--- config.mk ---
export PLATFORM = sky130hd
export DESIGN_NAME = mem_port_arbiter
export DESIGN_NICKNAME = d
export VERILOG_FILES = /design/src/rtl/mem_port_arbiter_pkg.sv /design/src/rtl/mem_arb_starve_cnt.sv /design/src/rtl/mem_port_arbiter.sv
export SDC_FILE = /design/constraint.sdc
export NUM_CORES = 1
export LEC_CHECK = 0
export BUFFER_PORTS_ARGS = -buffer_cell sky130_fd_sc_hd__buf_4
export CAP_MARGIN = 5
export CORE_MARGIN = 10
export CORE_UTILIZATION = 30
export DETAILED_ROUTE_END_ITERATION = 6
export PLACE_DENSITY = 0.95
export SYNTH_ARGS = -nofsm -noshare
export SYNTH_HDL_FRONTEND = slang
export SYNTH_SLANG_ARGS = --single-unit
--- constraint.sdc ---
create_clock -name clk -period 1.3 [get_ports clk]
set_input_delay 0 -clock clk [delete_from_list [all_inputs] [get_ports clk]]
set_output_delay 0 -clock clk [all_outputs]
set_load 0.02 [all_outputs]
--- src/rtl/mem_port_arbiter_pkg.sv ---
// Shared definitions for the two-port memory arbiter: default widths and the
// state encoding that records which access was issued in the previous cycle.
package mem_port_arbiter_pkg;

  localparam int ADDR_W_DEF     = 6;
  localparam int DATA_W_DEF     = 32;
  localparam int STARVE_MAX_DEF = 3;

  typedef enum logic [1:0] {
    IDLE = 2'd0,
    RD_I = 2'd1,
    RD_D = 2'd2,
    WR_D = 2'd3
  } arb_state_e;

endpackage

--- src/rtl/mem_arb_starve_cnt.sv ---
// Counts consecutive cycles in which the fetch port asked for the RAM and was
// refused; saturates at STARVE_MAX so the arbiter can force a fetch grant.
module mem_arb_starve_cnt
  import mem_port_arbiter_pkg::*;
#(
  parameter int STARVE_MAX = STARVE_MAX_DEF,
  parameter int CNT_W      = $clog2(STARVE_MAX + 1)
) (
  input  logic             clk,
  input  logic             rst,
  input  logic             req_i,
  input  logic             gnt_i,
  output logic [CNT_W-1:0] cnt_o,
  output logic             at_max_o
);

  localparam logic [CNT_W-1:0] CNT_MAX = CNT_W'(STARVE_MAX);

  logic [CNT_W-1:0] cnt_q, cnt_d;

  // Next count: grow on a refused request, hold at the ceiling, clear otherwise.
  always_comb begin
    cnt_d = '0;
    if (req_i && !gnt_i) begin
      cnt_d = (cnt_q == CNT_MAX) ? CNT_MAX : cnt_q + 1'b1;
    end
  end

  // Counter register, cleared by reset.
  always_ff @(posedge clk) begin
    if (rst) cnt_q <= '0;
    else     cnt_q <= cnt_d;
  end

  assign cnt_o    = cnt_q;
  assign at_max_o = (cnt_q == CNT_MAX);

endmodule

--- src/rtl/mem_port_arbiter.sv ---
// Arbitrates a fetch port and a data port onto one single-port synchronous RAM
// (read latency 1). Data wins by default; a fetch refused STARVE_MAX times in a
// row is forced through. The state register remembers the previous cycle's
// access so read data can be steered to the right port one cycle later.
module mem_port_arbiter
  import mem_port_arbiter_pkg::*;
#(
  parameter int ADDR_W     = ADDR_W_DEF,
  parameter int DATA_W     = DATA_W_DEF,
  parameter int STARVE_MAX = STARVE_MAX_DEF
) (
  input  logic              clk,
  input  logic              rst,
  input  logic              i_req,
  input  logic [ADDR_W-1:0] i_addr,
  output logic              i_gnt,
  output logic              i_rvalid,
  output logic [DATA_W-1:0] i_rdata,
  input  logic              d_req,
  input  logic              d_we,
  input  logic [ADDR_W-1:0] d_addr,
  input  logic [DATA_W-1:0] d_wdata,
  output logic              d_gnt,
  output logic              d_rvalid,
  output logic [DATA_W-1:0] d_rdata,
  output logic [ADDR_W-1:0] ram_addr,
  output logic [DATA_W-1:0] ram_wdata,
  output logic              ram_wren,
  input  logic [DATA_W-1:0] ram_q
);

  localparam int CNT_W = $clog2(STARVE_MAX + 1);

  arb_state_e        state_q, state_d;
  logic [ADDR_W-1:0] addr_q, addr_d;
  logic [CNT_W-1:0]  starve_cnt;
  logic              starve_max;
  logic              force_i;

  mem_arb_starve_cnt #(
    .STARVE_MAX (STARVE_MAX),
    .CNT_W      (CNT_W)
  ) u_starve (
    .clk      (clk),
    .rst      (rst),
    .req_i    (i_req),
    .gnt_i    (i_gnt),
    .cnt_o    (starve_cnt),
    .at_max_o (starve_max)
  );

  // A starved fetch overrides the data port's default priority; no grants in reset.
  assign force_i = i_req & starve_max;
  assign i_gnt   = ~rst & i_req & (force_i | ~d_req);
  assign d_gnt   = ~rst & d_req & ~force_i;

  // RAM address follows the granted port and otherwise holds its last value.
  always_comb begin
    addr_d = addr_q;
    if (rst)        addr_d = '0;
    else if (i_gnt) addr_d = i_addr;
    else if (d_gnt) addr_d = d_addr;
  end

  // Remember the last driven address so idle cycles keep it stable.
  always_ff @(posedge clk) begin
    addr_q <= addr_d;
  end

  assign ram_addr  = addr_d;
  assign ram_wdata = d_wdata;
  assign ram_wren  = d_gnt & d_we;

  // Next state encodes the access issued in this cycle.
  always_comb begin
    state_d = IDLE;
    if (i_gnt)                state_d = RD_I;
    else if (d_gnt && !d_we)  state_d = RD_D;
    else if (d_gnt && d_we)   state_d = WR_D;
  end

  // State register; reset discards any read issued just before it.
  always_ff @(posedge clk) begin
    if (rst) state_q <= IDLE;
    else     state_q <= state_d;
  end

  // Read data returns one cycle after the grant; steer the valid by state.
  assign i_rvalid = ~rst & (state_q == RD_I);
  assign d_rvalid = ~rst & (state_q == RD_D);
  assign i_rdata  = ram_q;
  assign d_rdata  = ram_q;

endmodule
==> run_results.csv <==
group,metric,value,unit
synth,syn_area_per_cell,8.41,sq um
run_status,violations,"negative setup slack",
synth,ys_warn_count,0,
sta,worst_slack,-0.0303,ns
critical_path,crit_fanout,7,
synth,synth-seq-cells,10,
critical_path,r2r_slack,0,ns
layout,seq_area,208,sq um
detailed_routing,viasPerCell,4.38,
detailed_routing,wl,2450,microns
clocking,cts_tree,"yes",
detailed_routing,drc,0,
layout,fillCellCount,435,
critical_path,path_cells,"a21bo_4, a31o_1, a21oi_2, buf_6",
sta,final-setup-viol-count,5,
synth,yosysSeqAreaShare,0.162,
detailed_routing,vias,587,
clocking,numClockSinks,10,
run_status,status,"complete, but fails checks",
layout,utilization,0.221,
synth,synth_mux_area_frac,0.0486,
critical_path,cp-start-kind,"flip-flop",
die,coreArea,0.00400,sq mm
synth,synth_top_family_by_area,"buffers and inverters",
critical_path,critPathTopFamily,"compound AO/OA/AOI/OAI gates",
synth,yosys.area_share.simple,0.0374,
worst_hold_path,min_to,"ram_wdata[9]",
synth,synthXorXnorAreaFrac,0.00709,
power,ir_drop,570,uV
synth,synthesis.area,0.00124,sq mm
place,portBuffers,27,
die,initial_core_util,0.309,
place,dpl.cell_count,125,
clocking,cts.htree.levels,1,
global_routing,grt_pass1_vias,678,
synth,yosys.cell_types.count,19,
synth,synthAdderAreaFrac,0,
clocking,clk_pin_slew,0.04,ns
layout,nets,167,
critical_path,r2r_end,"addr_q[0]$_DFF_P_",
layout,mostFrequentLayoutCells,"buf_4 (26), dfxtp_1 (8), inv_1 (7)",
global_routing,grt_pass1_wl,3570,microns
sta,slew-limit-headroom,0.802,
sta,skew,0.000949,ns
die,std_cell_rows,23,
synth,netlist_instances,147,
global_routing,gr-total-overflow,0,
die,die-height,84.2,microns
layout,final_common_cell,"buf_4",
detailed_routing,wl_per_cell,18.3,microns
sta,max_freq,0.752,GHz
place,gp_congestion,0.706,
global_routing,grt_max_degree,14,
layout,areaGrowthSynthToFinish,-28.4,%
worst_hold_path,hp-start,"d_wdata[9]",
layout,multi_input_area,274,sq um
sta,min_period,1.33,ns
clocking,cts_buffers,3,
power,finalPower,868,uW
critical_path,ff2ff_path_depth,6,
power,power_density,981,mW/mm^2
worst_hold_path,min_path_type,"in2out",
critical_path,critical_path_class,"reg2out",
place,place_ws,0.146,ns
layout,drive_above_1_share,0.548,
critical_path,endpoint_kind,"output port",
die,num_io_pins,188,
die,die_area,0.00709,sq mm
worst_hold_path,hold_path_depth,0,
clocking,clk-insertion-delay-late,0.23,ns
sta,rsz0062_at_grt,"true",
layout,fin_area,885,sq um
critical_path,crit_arrival,1.33,ns
layout,instances_no_fill,134,
layout,diodes,0,
critical_path,required,1.30,ns
job,drv_cap,0,
die,die_w,84.2,microns
critical_path,slowest_delay,0.34,ns
sta,hold_viol,0,
sta,tightest_slew,0.297,ns
clocking,ctsRootBufferMaster,"clkbuf_8",
clocking,clock_path_buffers,2,
critical_path,r2r_start,"u_starve.cnt_o[0]$_SDFF_PP0_",
synth,synth_nets,228,
global_routing,track_usage,0.0632,
place,placed_area,761,sq um
detailed_routing,drt_pre_antenna_iters,2,
synth,synth_compound_area_frac,0.124,
sta,fin_crit_sh,1.02,
power,leakage,0.000405,uW
critical_path,crit_slowest_cell,"dfxtp_4",
critical_path,worst-path-buf-inv,1,
detailed_routing,drt-initial-drc-count,2,
place,place_hpwl,1940,microns
sta,finalMaxSlewViolations,0,
global_routing,antenna_found_initial,0,
detailed_routing,ant_nets,0,
-- layout make-up --
cell class	instances	area share
sequential	10	0.235
timing repair buffer	33	0.308
tap	50	0.0707
inverter	7	0.0297
multi-input combinational	31	0.310
clock buffer	3	0.0467
-- per-layer routing --
metal	track usage	wire, microns	vias up
met1	0.0444	634	229
met3	0.0647	599	35
li1	-	-	247
met4	0.0791	225	0
met5	0	0	-
met2	0.0851	990	76
-- report_power, final --
part | leakage [uW] | internal, uW | switching [uW]
logic | 0.000299 | 116 | 106
clock network | 0.0000216 | 202 | 113
registers | 0.0000843 | 325 | 6.23
total | 0.000405 | 643 | 225
-- cells by family after synthesis --
family	after synthesis
buf+inv	106
compound gates	16
flops	10
simple gates	8
mux	6
xor+xnor	1
-- cells in the mapped netlist --
library cell | count | share of area
xnor2_1 | 1 | 0.0071
buf_2 | 1 | 0.0040
a311oi_1 | 1 | 0.0071
dfxtp_1 | 10 | 0.16
buf_6 | 1 | 0.0091
a21oi_2 | 6 | 0.043
nand3b_1 | 1 | 0.0061
a31o_1 | 6 | 0.043
clkbuf_1 | 1 | 0.0030
nor2_1 | 3 | 0.0091
nor3b_1 | 2 | 0.012
nand2_2 | 1 | 0.0051
buf_4 | 96 | 0.58
o2bb2ai_1 | 1 | 0.0071
and2_1 | 1 | 0.0051
mux2i_1 | 6 | 0.049
a21bo_4 | 1 | 0.013
a311oi_2 | 1 | 0.012
inv_1 | 7 | 0.021
-- timing repair --
| item | in CTS | in global routing |
|---|---|---|
| endpoints found under the setup margin | 7 | 7 |
| gates cloned | 0 | 0 |
| hold buffers | 1 | 0 |
| buffers inserted | 4 | 1 |
| pin swaps | 7 | 2 |
| endpoints found under the hold margin | 1 | 0 |
| resized for setup | 8 | 3 |
-- registers in the layout, indices dropped and copies added, names as in the netlist --
| name | count |
|---|---|
| addr_q | 6 |
| u_starve.cnt_o | 2 |
| state_q | 2 |
-- stage by stage --
| step | TNS, ns | hold slack [ns] |
|---|---|---|
| CTS | -0.0885 | 0.000137 |
| global route | -0.415 | 0.0000293 |
| floorplan | 0 | 0.0545 |
| detailed placement | 0 | 0.000137 |
| global placement | 0 | 0.000137 |
| finish | -0.0635 | 0.00000774 |
-- worst reg2reg max path, delay by kind of cell, from the launching register on --
family / cells / cell delay (ns)
DFF: 1 / 0.34
AOI/OAI and AO/OA: 2 / 0.34
buffers and inverters: 3 / 0.36
and+or+nand+nor: 1 / 0.15
-- worst max path at each step --
stage                            startpoint           endpoint  slack, ns  cells past startpoint
2_1_floorplan  u_starve.cnt_o[0]$_SDFF_PP0_  addr_q[0]$_DFF_P_       0.14                      3
3_3_place_gp   u_starve.cnt_o[0]$_SDFF_PP0_        ram_addr[1]       0.19                      4
3_5_place_dp   u_starve.cnt_o[0]$_SDFF_PP0_        ram_addr[2]       0.15                      4
4_1_cts        u_starve.cnt_o[1]$_SDFF_PP0_        ram_addr[5]      -0.04                      4
5_1_grt        u_starve.cnt_o[1]$_SDFF_PP0_        ram_addr[1]      -0.08                      4
6_report       u_starve.cnt_o[0]$_SDFF_PP0_        ram_addr[1]      -0.03                      4
No activity file was read; power rests on OpenSTA's default activity.
